$ cat src/rtl/throw_force_meter_if.sv
// Signal bundle between the throw force meter and its surroundings.
// The meter side uses the slave modport; the driver of button/turn/hit
// inputs (and consumer of the meter outputs) uses the master modport.
interface throw_force_meter_if;
  logic       btn;
  logic       turn_active;
  logic       hit_dog;
  logic [9:0] throw_force;
  logic       enable;
  logic       charging;
  logic       ready;

  modport master (
    output btn,
    output turn_active,
    output hit_dog,
    input  throw_force,
    input  enable,
    input  charging,
    input  ready
  );

  modport slave (
    input  btn,
    input  turn_active,
    input  hit_dog,
    output throw_force,
    output enable,
    output charging,
    output ready
  );
endinterface

$ cat src/rtl/throw_force_meter.sv
// Throw force meter: while the button is held the force ramps up and down
// between 0 and FORCE_MAX once per meter tick; releasing the button latches
// the force and holds enable for HOLD_TICKS ticks (or until a hit), then a
// short cooldown precedes re-arming.
module throw_force_meter #(
  parameter int unsigned TICK_DIV        = 65000,
  parameter int unsigned FORCE_STEP      = 10,
  parameter int unsigned FORCE_MAX       = 1000,
  parameter int unsigned HOLD_TICKS      = 3000,
  parameter int unsigned COOLDOWN_CYCLES = 4
) (
  input  logic                 clk,
  input  logic                 rst_n,
  throw_force_meter_if.slave   bus
);

  localparam int unsigned TW = (TICK_DIV > 1) ? $clog2(TICK_DIV) : 1;
  localparam int unsigned HW = (HOLD_TICKS > 1) ? $clog2(HOLD_TICKS) : 1;
  localparam int unsigned CW = (COOLDOWN_CYCLES > 1) ? $clog2(COOLDOWN_CYCLES) : 1;

  localparam logic [TW-1:0] TICK_LAST = TW'(TICK_DIV - 1);
  localparam logic [HW-1:0] HOLD_LAST = HW'(HOLD_TICKS - 1);
  localparam logic [CW-1:0] CD_LAST   = CW'(COOLDOWN_CYCLES - 1);

  localparam logic [10:0] STEP11 = 11'(FORCE_STEP);
  localparam logic [10:0] MAX11  = 11'(FORCE_MAX);
  localparam logic [9:0]  STEP10 = 10'(FORCE_STEP);
  localparam logic [9:0]  MAX10  = 10'(FORCE_MAX);

  typedef enum logic [1:0] {
    IDLE     = 2'd0,
    CHARGE   = 2'd1,
    THROW    = 2'd2,
    COOLDOWN = 2'd3
  } state_t;

  state_t          state;
  logic            btn_m;
  logic            btn_s;
  logic            btn_d;
  logic            press;
  logic            release_evt;
  logic [TW-1:0]   tick_cnt;
  logic [HW-1:0]   hold_cnt;
  logic [CW-1:0]   cd_cnt;
  logic            tick;
  logic            dir_up;
  logic [9:0]      force_q;
  logic            enable_q;
  logic            charging_q;
  logic            ready_q;

  logic [10:0]     force_w;
  logic [10:0]     up_sum;
  logic [9:0]      ramp_force;
  logic            ramp_up;

  assign bus.throw_force = force_q;
  assign bus.enable      = enable_q;
  assign bus.charging    = charging_q;
  assign bus.ready       = ready_q;

  // Two-flop synchronizer for the raw button plus one delay stage for edges.
  always_ff @(posedge clk or negedge rst_n) begin
    if (!rst_n) begin
      btn_m <= 1'b0;
      btn_s <= 1'b0;
      btn_d <= 1'b0;
    end else begin
      btn_m <= bus.btn;
      btn_s <= btn_m;
      btn_d <= btn_s;
    end
  end

  assign press       = btn_s & ~btn_d;
  assign release_evt = ~btn_s & btn_d;
  assign tick        = (tick_cnt == TICK_LAST);

  // Next ramp value; 11-bit sum so a step past the ceiling cannot wrap.
  always_comb begin
    force_w    = {1'b0, force_q};
    up_sum     = force_w + STEP11;
    ramp_force = force_q;
    ramp_up    = dir_up;
    if (dir_up) begin
      if (up_sum >= MAX11) begin
        ramp_force = MAX10;
        ramp_up    = 1'b0;
      end else begin
        ramp_force = up_sum[9:0];
      end
    end else begin
      if (force_w <= STEP11) begin
        ramp_force = '0;
        ramp_up    = 1'b1;
      end else begin
        ramp_force = force_q - STEP10;
      end
    end
  end

  // Main state machine with registered outputs. Priority in CHARGE is
  // turn loss, then release (so release beats a same-cycle tick), then tick.
  always_ff @(posedge clk or negedge rst_n) begin
    if (!rst_n) begin
      state      <= IDLE;
      force_q    <= '0;
      enable_q   <= 1'b0;
      charging_q <= 1'b0;
      ready_q    <= 1'b0;
      tick_cnt   <= '0;
      hold_cnt   <= '0;
      cd_cnt     <= '0;
      dir_up     <= 1'b1;
    end else begin
      ready_q <= 1'b0;
      case (state)
        IDLE: begin
          force_q    <= '0;
          enable_q   <= 1'b0;
          charging_q <= 1'b0;
          if (press && bus.turn_active) begin
            state      <= CHARGE;
            charging_q <= 1'b1;
            tick_cnt   <= '0;
            dir_up     <= 1'b1;
          end else begin
            ready_q <= bus.turn_active;
          end
        end

        CHARGE: begin
          if (!bus.turn_active) begin
            state      <= IDLE;
            force_q    <= '0;
            charging_q <= 1'b0;
            tick_cnt   <= '0;
            dir_up     <= 1'b1;
          end else if (release_evt) begin
            state      <= THROW;
            charging_q <= 1'b0;
            enable_q   <= 1'b1;
            tick_cnt   <= '0;
            hold_cnt   <= '0;
          end else begin
            tick_cnt <= tick ? '0 : tick_cnt + TW'(1);
            if (tick) begin
              force_q <= ramp_force;
              dir_up  <= ramp_up;
            end
          end
        end

        THROW: begin
          if (bus.hit_dog || (tick && (hold_cnt == HOLD_LAST))) begin
            state    <= COOLDOWN;
            enable_q <= 1'b0;
            cd_cnt   <= '0;
            tick_cnt <= '0;
            hold_cnt <= '0;
          end else begin
            tick_cnt <= tick ? '0 : tick_cnt + TW'(1);
            if (tick) begin
              hold_cnt <= hold_cnt + HW'(1);
            end
          end
        end

        COOLDOWN: begin
          enable_q <= 1'b0;
          if (cd_cnt == CD_LAST) begin
            state   <= IDLE;
            force_q <= '0;
            cd_cnt  <= '0;
            dir_up  <= 1'b1;
            ready_q <= bus.turn_active;
          end else begin
            cd_cnt <= cd_cnt + CW'(1);
          end
        end

        default: begin
          state <= IDLE;
        end
      endcase
    end
  end

endmodule

$ cat src/flat_wrapper.sv
// flat-port wrapper written by rule: the top's interface ports become plain ports
module throw_force_meter_flat 
#(
  parameter int unsigned TICK_DIV        = 65000,
  parameter int unsigned FORCE_STEP      = 10,
  parameter int unsigned FORCE_MAX       = 1000,
  parameter int unsigned HOLD_TICKS      = 3000,
  parameter int unsigned COOLDOWN_CYCLES = 4
)
  (clk, rst_n, bus_btn, bus_turn_active, bus_hit_dog, bus_throw_force, bus_enable, bus_charging, bus_ready);
  throw_force_meter_if bus_i ();
  input  logic clk;
  input  logic rst_n;
  input wire logic [$bits(bus_i.btn)-1:0] bus_btn;
  input wire logic [$bits(bus_i.turn_active)-1:0] bus_turn_active;
  input wire logic [$bits(bus_i.hit_dog)-1:0] bus_hit_dog;
  output wire logic [$bits(bus_i.throw_force)-1:0] bus_throw_force;
  output wire logic [$bits(bus_i.enable)-1:0] bus_enable;
  output wire logic [$bits(bus_i.charging)-1:0] bus_charging;
  output wire logic [$bits(bus_i.ready)-1:0] bus_ready;
  assign bus_i.btn = bus_btn;
  assign bus_i.turn_active = bus_turn_active;
  assign bus_i.hit_dog = bus_hit_dog;
  assign bus_throw_force = bus_i.throw_force;
  assign bus_enable = bus_i.enable;
  assign bus_charging = bus_i.charging;
  assign bus_ready = bus_i.ready;
  throw_force_meter #(.TICK_DIV(TICK_DIV), .FORCE_STEP(FORCE_STEP), .FORCE_MAX(FORCE_MAX), .HOLD_TICKS(HOLD_TICKS), .COOLDOWN_CYCLES(COOLDOWN_CYCLES)) u_core (.clk(clk), .rst_n(rst_n), .bus(bus_i));
endmodule
$ cat config.mk
export PLATFORM = sky130hd
export DESIGN_NAME = throw_force_meter_flat
export DESIGN_NICKNAME = d
export VERILOG_FILES = /design/src/rtl/throw_force_meter_if.sv /design/src/rtl/throw_force_meter.sv /design/src/flat_wrapper.sv
export SDC_FILE = /design/constraint.sdc
export NUM_CORES = 1
export LEC_CHECK = 0
export ABC_AREA = 1
export CORE_UTILIZATION = 40
export CTS_CLUSTER_DIAMETER = 120
export DETAILED_ROUTE_END_ITERATION = 8
export SLEW_MARGIN = 0
export SYNTH_ARGS = -nofsm -noshare
export SYNTH_HDL_FRONTEND = slang
export SYNTH_SLANG_ARGS = --single-unit
$ cat constraint.sdc
create_clock -name clk -period 5.15 [get_ports clk]
set_clock_uncertainty 0.05 [all_clocks]
set_input_delay 1.2875 -clock clk [delete_from_list [all_inputs] [get_ports clk]]
set_output_delay 1.2875 -clock clk [all_outputs]
set_load 0.02 [all_outputs]
# Word level (Yosys, flattened, before mapping)
# Cells that the tools add are included.
dict set report classes {
  addsub 5
  magnitude_cmp 2
  n_eq_ne 15
  muxes 48
  n_bitwise 4
  n_reduce_logical 18
}
# operator n
set ops {}
lappend ops {{two-way mux 16 bit} 5}
lappend ops {{two-way mux 10 bit} 7}
lappend ops {{two-way mux 12 bit} 4}
lappend ops {{case mux 16 bit (3 select lines)} 1}
lappend ops {{case mux 10 bit (3 select lines)} 1}
lappend ops {{case mux 12 bit (2 select lines)} 1}
lappend ops {{adder 16 x 1 -> 16 bit (second input constant)} 1}
lappend ops {{equality test 16 bit (second input constant)} 1}
lappend ops {{two-way mux 1 bit} 16}
lappend ops {{two-way mux 2 bit} 7}
lappend ops {{adder 12 x 1 -> 12 bit (second input constant)} 1}
lappend ops {{equality test 12 bit (second input constant)} 1}
lappend ops {{AND reduction 4 bit} 3}
lappend ops {{adder 10 x 4 -> 11 bit (second input constant)} 1}
lappend ops {{greater-or-equal comparator 11 x 10 -> 1 bit (second input constant)} 1}
lappend ops {{<= comparator 10 x 4 -> 1 bit (second input constant)} 1}
lappend ops {{subtractor 10 x 4 -> 10 bit (second input constant)} 1}
lappend ops {{!= test 2 x 1 -> 1 bit (second input constant)} 4}
lappend ops {{case mux 2 bit (4 select lines)} 1}
lappend ops {{equality test 2 bit (second input constant)} 3}
lappend ops {{!= test 3 x 2 -> 1 bit (second input constant)} 2}
lappend ops {{case mux 1 bit (3 select lines)} 2}
lappend ops {{AND reduction 2 bit} 3}
lappend ops {{nonzero test 2 bit} 3}
lappend ops {{16 further kinds} 21}
dict set report totals {
  reg_bits 49
  out_inout_bits 13
  elab_cells 104
}

# Longest topological paths before layout
# Gate-level depths: netlist (run 1).
dict set report depth {
  depth_word 8
  ltp_mapped 13
  mapped_depth_nobuf 13
}

# Worst setup path after synthesis (run 1)
# Ideal clock, no wire load.
dict set report synth_timing {
  path_type {input-to-reg}
  startpoint {input bus_turn_active}
  endpoint {register u_core.force_q[3], in the netlist u_core.bus.throw_force[3]}
  setup_ns 0.066
  arrival_ns 2.244
  t_required_ns 5.034
  slack_ns 2.791
  path_stages 9
  path_cell_list {nand2_1 inv_1 a211oi_1 nand3_1 clkinv_1 nand2_2 nor2_1 o21ai_1 nand2_1}
}
dict set report synth_via {
  elab_chain_cells 2
  word_cells_on_any_way 5
  classes_between {eq/ne (2); mux (2); reduce/logical (1)}
}
# element line
set synth_rtl {}
lappend synth_rtl {{start, declared} flat_wrapper.sv:15} ;# input wire logic [$bits(bus_i.turn_active)-1:0] bus_turn_active;
lappend synth_rtl {{!= test 3 bit (no source line) (tied with other cells)} --}
lappend synth_rtl {{AND reduction 4 bit (no source line) / case mux 10 bit (3 select lines) (equally long branches)} --}
lappend synth_rtl {{end signal, assigned} throw_force_meter.sv:149} ;# force_q <= ramp_force;
lappend synth_rtl {{end, declared} throw_force_meter.sv:48} ;# logic [9:0] force_q;
# Parallel ways exist; a longest one is shown, timed or not.
# A chain may end at the register's enable or synchronous reset.

# Worst setup path in the final report (run 1)
dict set report layout_timing {
  startpoint {register u_core.force_q[4], in the netlist u_core.bus.throw_force[4]}
  endpoint {output bus_throw_force[4]}
}
# element line
set layout_rtl {}
lappend layout_rtl {{end, declared} flat_wrapper.sv:17} ;# output wire logic [$bits(bus_i.throw_force)-1:0] bus_throw_force;
# No word-level cell between the ends.

==> out/qor.txt, run 1 <==
status: finished clean
Slew Viols, Final: 0
FILL cells: 811
RSZ-0062 raised after global routing: no
met1 wire length: 3.412 mm
register area share after synthesis: 37.94%
floorplan row count: 32
Top Metal Used: met4
nets: 486
Root Buffer: clkbuf_8
Lkg Pwr: 1.695 nW
distinct cell type count of the synthesized netlist: 37
Synth async-reset ratio: 100.0%
CTS tree: built
power per cell area: 295.7 nW/µm²
total wire length: 7.060 mm
Post-Syn Nets: 468
Crit. End Element: output pin
ANT nets after route: 0
IO buf count: 16
min-delay worst type: reg2reg
Remaining DRCs: 0
grt total ovfl: 0
Final Hold Vio Count: 0
Post-synth EDFFs: 0
top_reg_cell synth: dfrtp_1
number of vias per cell: 4.922
Slew @ Worst Pin: 0.6216 ns
reg2reg path depth: 9
DRT Pass-1 Iters: 4
clk slew on worst S/H paths: 0.09 ns
endpoints failing setup: 0
share of post-route cells with drive strength above 1: 6.992%
WHS Path Cells: 0
area of the multi-input gates: 1690 µm²
synth warn: 0
Final Power: 1.040 mW
die area: 8283 µm²
Max stage delay cell, worst path: clkdlybuf4s50_1
CP top delay family: buffers and inverters
CP Data Arrival Time: 1.50 ns
Layout area overhead: 10.98%
Post-DP HPWL: 5.236 mm
1st-iter DRT viols: 97
Yosys top cell by area: dfrtp_1
CP max FO: 8
io pins: 18
ANT cells: 0
Clock Latency Late Sink: 0.31 ns
Die Y: 91.01 µm
# hold bufs at CTS: 0
mean routed wirelength per cell: 12.30 µm
Synth Register Bits: 48
CTS sink cnt: 48
DIE WIDTH: 91.01 µm
post-CTS resize count: 0
most common cell after layout, fill and taps aside: nand2_1
Initial Util: 41.23%
DR WL met3: 245 µm
Worst setup SP type: flip-flop
setup TNS: 0 ns
Syn Area/Cell: 6.996 µm²
most frequent cells in the layout: 125 x nand2_1, 58 x inv_1, 55 x nor2_1
wire length on met2: 3.310 mm
Synth Cell Area: 3169 µm²
Clock Tree Buf Depth: 2
Setup Crit Path Kind: reg2out
vias in the first global route: 2,716
top post-synthesis cells by area: dfrtp_1 37%, nand2_1 15%, inv_1 6.9%, nor2_1 6.5%, nand3_1 5.1%
RR Startpoint: u_core.state[0]$_DFFE_PN0P_
GRT Util Overall: 18.99%
area share of the largest cell type after synthesis: 37.11%
antenna violations before repair: 0
max cap viols: 0
first-pass GRT wire length: 12.86 mm
Post-Layout Cell Count: 574
dpl cells: 566
post-layout min period: 2.835 ns
Worst Path Required: 3.81 ns
fin crit share: 55.05%
htree depth: 2
largest net degree at the start of global routing: 49
Placeable Area: 7687 µm²
Hold Crit Start: u_core.btn_m$_DFF_PN0_
CP Buf/Inv Count: 1
CP Cell Sequence: clkdlybuf4s50_1
DR vias: 2,825
terminus of the critical flop-to-flop path: u_core.hold_cnt[8]$_DFFE_PN0P_
Reg2Reg Setup Slack: 2.91 ns
CP peak stage delay: 0.67 ns
Cells after Synth: 453
fmax: 352.7 MHz
register area: 1202 µm²
worst rel slew slack: 58.56%
Post-CTS Setup Bufs: 0
CTS buffer count: 5
placer congestion estimate: 0.9108
Peak supply drop: 0.1167 mV
Hold Path Sink: u_core.btn_s$_DFF_PN0_
==> how the worst max path moves through the flow <==
stage / cells after the start / slack (ns) / endpoint / start
floorplan: 9 / 2.79 / u_core.bus.throw_force[3]$_DFFE_PN0P_ / bus_turn_active
global placement: 9 / 2.14 / u_core.tick_cnt[10]$_DFFE_PN0P_ / bus_turn_active
detailed placement: 11 / 2.10 / u_core.tick_cnt[11]$_DFFE_PN0P_ / bus_turn_active
CTS: 1 / 2.30 / bus_throw_force[4] / u_core.bus.throw_force[4]$_DFFE_PN0P_
global route: 11 / 2.12 / u_core.tick_cnt[11]$_DFFE_PN0P_ / bus_turn_active
finish: 1 / 2.31 / bus_throw_force[4] / u_core.bus.throw_force[4]$_DFFE_PN0P_
==> metrics by stage <==
| step | hold WS [ns] | instance area [µm²] | util [%] | worst slack [ns] |
|---|---|---|---|---|
| 6_report | 0.3160 | 3517 | 45.75 | 2.315 |
| 5_1_grt | 0.3197 | 3517 | 45.75 | 2.125 |
| 4_1_cts | 0.3161 | 3517 | 45.75 | 2.296 |
| 3_5_place_dp | 0.2948 | 3423 | 44.53 | 2.103 |
| 3_3_place_gp | 0.2875 | 3423 | 44.53 | 2.145 |
| 2_1_floorplan | 0.2812 | 3169 | - | 2.791 |
==> sequential cells by signal, summed over array words and instances, names as in the netlist <==
register and flops:
u_core.state 2, u_core.btn_s 1, u_core.bus.throw_force 9, u_core.bus.enable 1
u_core.btn_m 1, u_core.bus.charging 1, u_core.cd_cnt 2, u_core.tick_cnt 16
u_core.dir_up 1, u_core.hold_cnt 12, u_core.btn_d 1, u_core.bus.ready 1
==> routing by layer <==
metal / track usage, % / vias to the layer above
met5: 0 / -
met2: 31.38 / 45
met4: 5.952 / 0
met3: 3.015 / 8
met1: 25.48 / 1277
li1: - / 1495
==> synthesized netlist by cell type, types with 2 or more instances <==
cell	count
nor2_1	55
o21ai_2	4
a21oi_1	17
clkbuf_1	2
nor3_1	14
o21ai_0	20
inv_2	3
a211oi_1	2
dfrtp_1	47
nand3_1	32
o21ai_1	6
nand2_1	125
nor3_2	3
ha_1	10
buf_4	2
nand2_2	4
xnor2_1	3
nand4_1	15
xor2_1	11
nor2_2	3
inv_1	58
buf_2	2
==> where the power goes <==
part,internal (mW),switching (mW),leakage (nW),total [mW]
Sequential,0.406,0.0245,0.653,0.431
Combinational,0.115,0.255,0.997,0.371
Clock,0.109,0.129,0.0445,0.239
==> final cells by class <==
cell class / instances / share of cell area (%)
Inverter: 62 / 6.617
Tap cell: 102 / 3.629
Sequential cell: 48 / 34.19
Timing Repair Buffer: 18 / 4.838
Clock buffer: 7 / 2.455
Multi-Input combinational cell: 336 / 48.06
Clock inverter: 1 / 0.2134
==> logic make-up after synthesis <==
family | share of synthesized area, %
simple gates | 35.93
xor+xnor | 3.869
other cells | 0.1183
fa+ha+maj | 3.948
compound gates | 9.475
buf+inv | 8.725
flops | 37.94
Note: power is estimated with default switching activity, not from simulation.
==> run 2, diff against run 1 <==
Clock period 5.15 ns to 2.7 ns, I/O delays scaled along.
==> out/qor.txt, run 2 (synthesis results as in run 1) <==
grt total ovfl: 0 (unchanged)
total wire length: 7.226 mm (+2.4%)
worst rel slew slack: 45.56% (-13 points)
most frequent cells in the layout: 125 x nand2_1, 58 x inv_1, 55 x nor2_1
CTS tree: built
status: finished clean
vias in the first global route: 2,760 (+1.6%)
io pins: 18 (unchanged)
Initial Util: 41.23% (unchanged)
CTS sink cnt: 48 (unchanged)
Worst Path Required: 1.98 ns (-1.83 ns)
CP max FO: 8 (unchanged)
Clock Latency Late Sink: 0.30 ns (about the same)
register area: 1202 µm² (unchanged)
CTS buffer count: 5 (unchanged)
# hold bufs at CTS: 0 (unchanged)
area of the multi-input gates: 1690 µm² (unchanged)
RSZ-0062 raised after global routing: no
Slew @ Worst Pin: 0.8080 ns (+0.1865 ns)
Final Hold Vio Count: 0 (unchanged)
number of vias per cell: 5.029 (+2.2%)
Clock Tree Buf Depth: 2 (unchanged)
post-CTS resize count: 0 (unchanged)
largest net degree at the start of global routing: 26 (-47%)
beginning of the critical path: u_core.bus.throw_force[4]$_DFFE_PN0P_
Max stage delay cell, worst path: clkdlybuf4s50_1
reg2reg path depth: 6 (-3)
Post-Layout Cell Count: 577 (+0.52%)
Layout area overhead: 12.75%
Reg2Reg Setup Slack: 0.52 ns (-2.39 ns)
antenna violations before repair: 0 (unchanged)
most common cell after layout, fill and taps aside: nand2_1
fin crit share: 82.41%
Placed Area: 3458 µm² (+1.0%)
CP peak stage delay: 0.67 ns (about the same)
dpl cells: 569 (+0.53%)
Root Buffer: clkbuf_8
Post-DP HPWL: 5.488 mm (+4.8%)
max reg flops: 16 (unchanged)
max cap viols: 0 (unchanged)
Peak supply drop: 0.4010 mV (+240%)
Placeable Area: 7687 µm² (unchanged)
Final Power: 2.134 mW (+110%)
ANT cells: 0 (unchanged)
htree depth: 2 (unchanged)
clk slew on worst S/H paths: 0.10 ns (about the same)
mean routed wirelength per cell: 12.52 µm (+1.8%)
setup TNS: 0 ns (unchanged)
DIE WIDTH: 91.01 µm (unchanged)
total stage count of the critical path: 1 (unchanged)
FILL cells: 799 (-1.5%)
post-layout min period: 2.225 ns
CP Data Arrival Time: 1.50 ns (about the same)
power per cell area: 597.2 nW/µm² (+100%)
CP Cell Sequence: clkdlybuf4s50_1
IO buf count: 16 (unchanged)
min-delay worst type: in2async
CP Buf/Inv Count: 1 (unchanged)
placer congestion estimate: 0.9053 (-0.60%)
fmax: 449.4 MHz
Top reg by flops: u_core.tick_cnt
terminus of the critical flop-to-flop path: u_core.tick_cnt[6]$_DFFE_PN0P_
Post-Layout Inst Area: 3573 µm² (+1.6%)
1st-iter DRT viols: 122 (+26%)
DR vias: 2,902 (+2.7%)
CP endpoint: bus_throw_force[4]
Lkg Pwr: 1.725 nW (+1.8%)
WHS: 0.3147 ns (-0.001256 ns)
nets: 489 (+0.62%)
Worst setup SP type: flip-flop
ANT nets after route: 0 (unchanged)
first-pass GRT wire length: 12.55 mm (-2.4%)
share of post-route cells with drive strength above 1: 7.789% (+0.80 points)
die area: 8283 µm² (unchanged)
RR Startpoint: u_core.state[0]$_DFFE_PN0P_
Setup Crit Path Kind: reg2out
Die Y: 91.01 µm (unchanged)
Remaining DRCs: 0 (unchanged)
CP top delay family: buffers and inverters
endpoints failing setup: 0 (unchanged)
Post-CTS Setup Bufs: 0 (unchanged)
floorplan row count: 32 (unchanged)
Slew Viols, Final: 0 (unchanged)
Crit. End Element: output pin
GRT Util Overall: 18.67% (-0.32 points)
DRT Pass-1 Iters: 4 (unchanged)
## run 2: changes by cell type in the layout (fill, tap and decap cells not counted)
cell       before  now
buf_4           2    4
buf_12          0    1
bufinv_16       0    1
clkbuf_1        1    0
clkbuf_8        6    5
inv_6           0    1
## run 2: worst min path at each step
stage / from / endpoint
global route: u_core.btn_m$_DFF_PN0_ / u_core.btn_s$_DFF_PN0_
detailed placement: u_core.btn_m$_DFF_PN0_ / u_core.btn_s$_DFF_PN0_
global placement: u_core.btn_m$_DFF_PN0_ / u_core.btn_s$_DFF_PN0_
CTS: rst_n / u_core.btn_d$_DFF_PN0_
finish: rst_n / u_core.btn_d$_DFF_PN0_
floorplan: u_core.btn_m$_DFF_PN0_ / u_core.btn_s$_DFF_PN0_
## run 2: routing by layer
layer  GRT usage (%)  up-vias  wire [µm]
met5               0        -          0
met3           2.345       15        187
met4           7.672        0        146
met1           24.02     1346       3435
li1                -     1496          -
met2           31.69       45       3456
## run 2: cell type report
type	count	area share [%]
Clock buffer	5	1.926
Clock inverter	3	1.296
Inverter	62	6.513
Multi-Input combinational cell	336	47.30
Sequential cell	48	33.65
Tap cell	102	3.571
Timing Repair Buffer	21	5.742
## run 2: stage by stage
step | worst slack [ns] | utilization [%]
after floorplan | 0.9532 | -
after global placement | 0.2967 | 44.99
after detailed placement | 0.2316 | 44.99
after CTS | 0.4645 | 46.48
after global routing | 0.2944 | 46.48
final | 0.4748 | 46.48
## run 2: power by group
part / total, mW / internal (mW) / switching, mW
clock network: 0.544 / 0.279 / 0.265
registers: 0.822 / 0.775 / 0.0473
logic: 0.768 / 0.251 / 0.517
total: 2.13 / 1.31 / 0.829
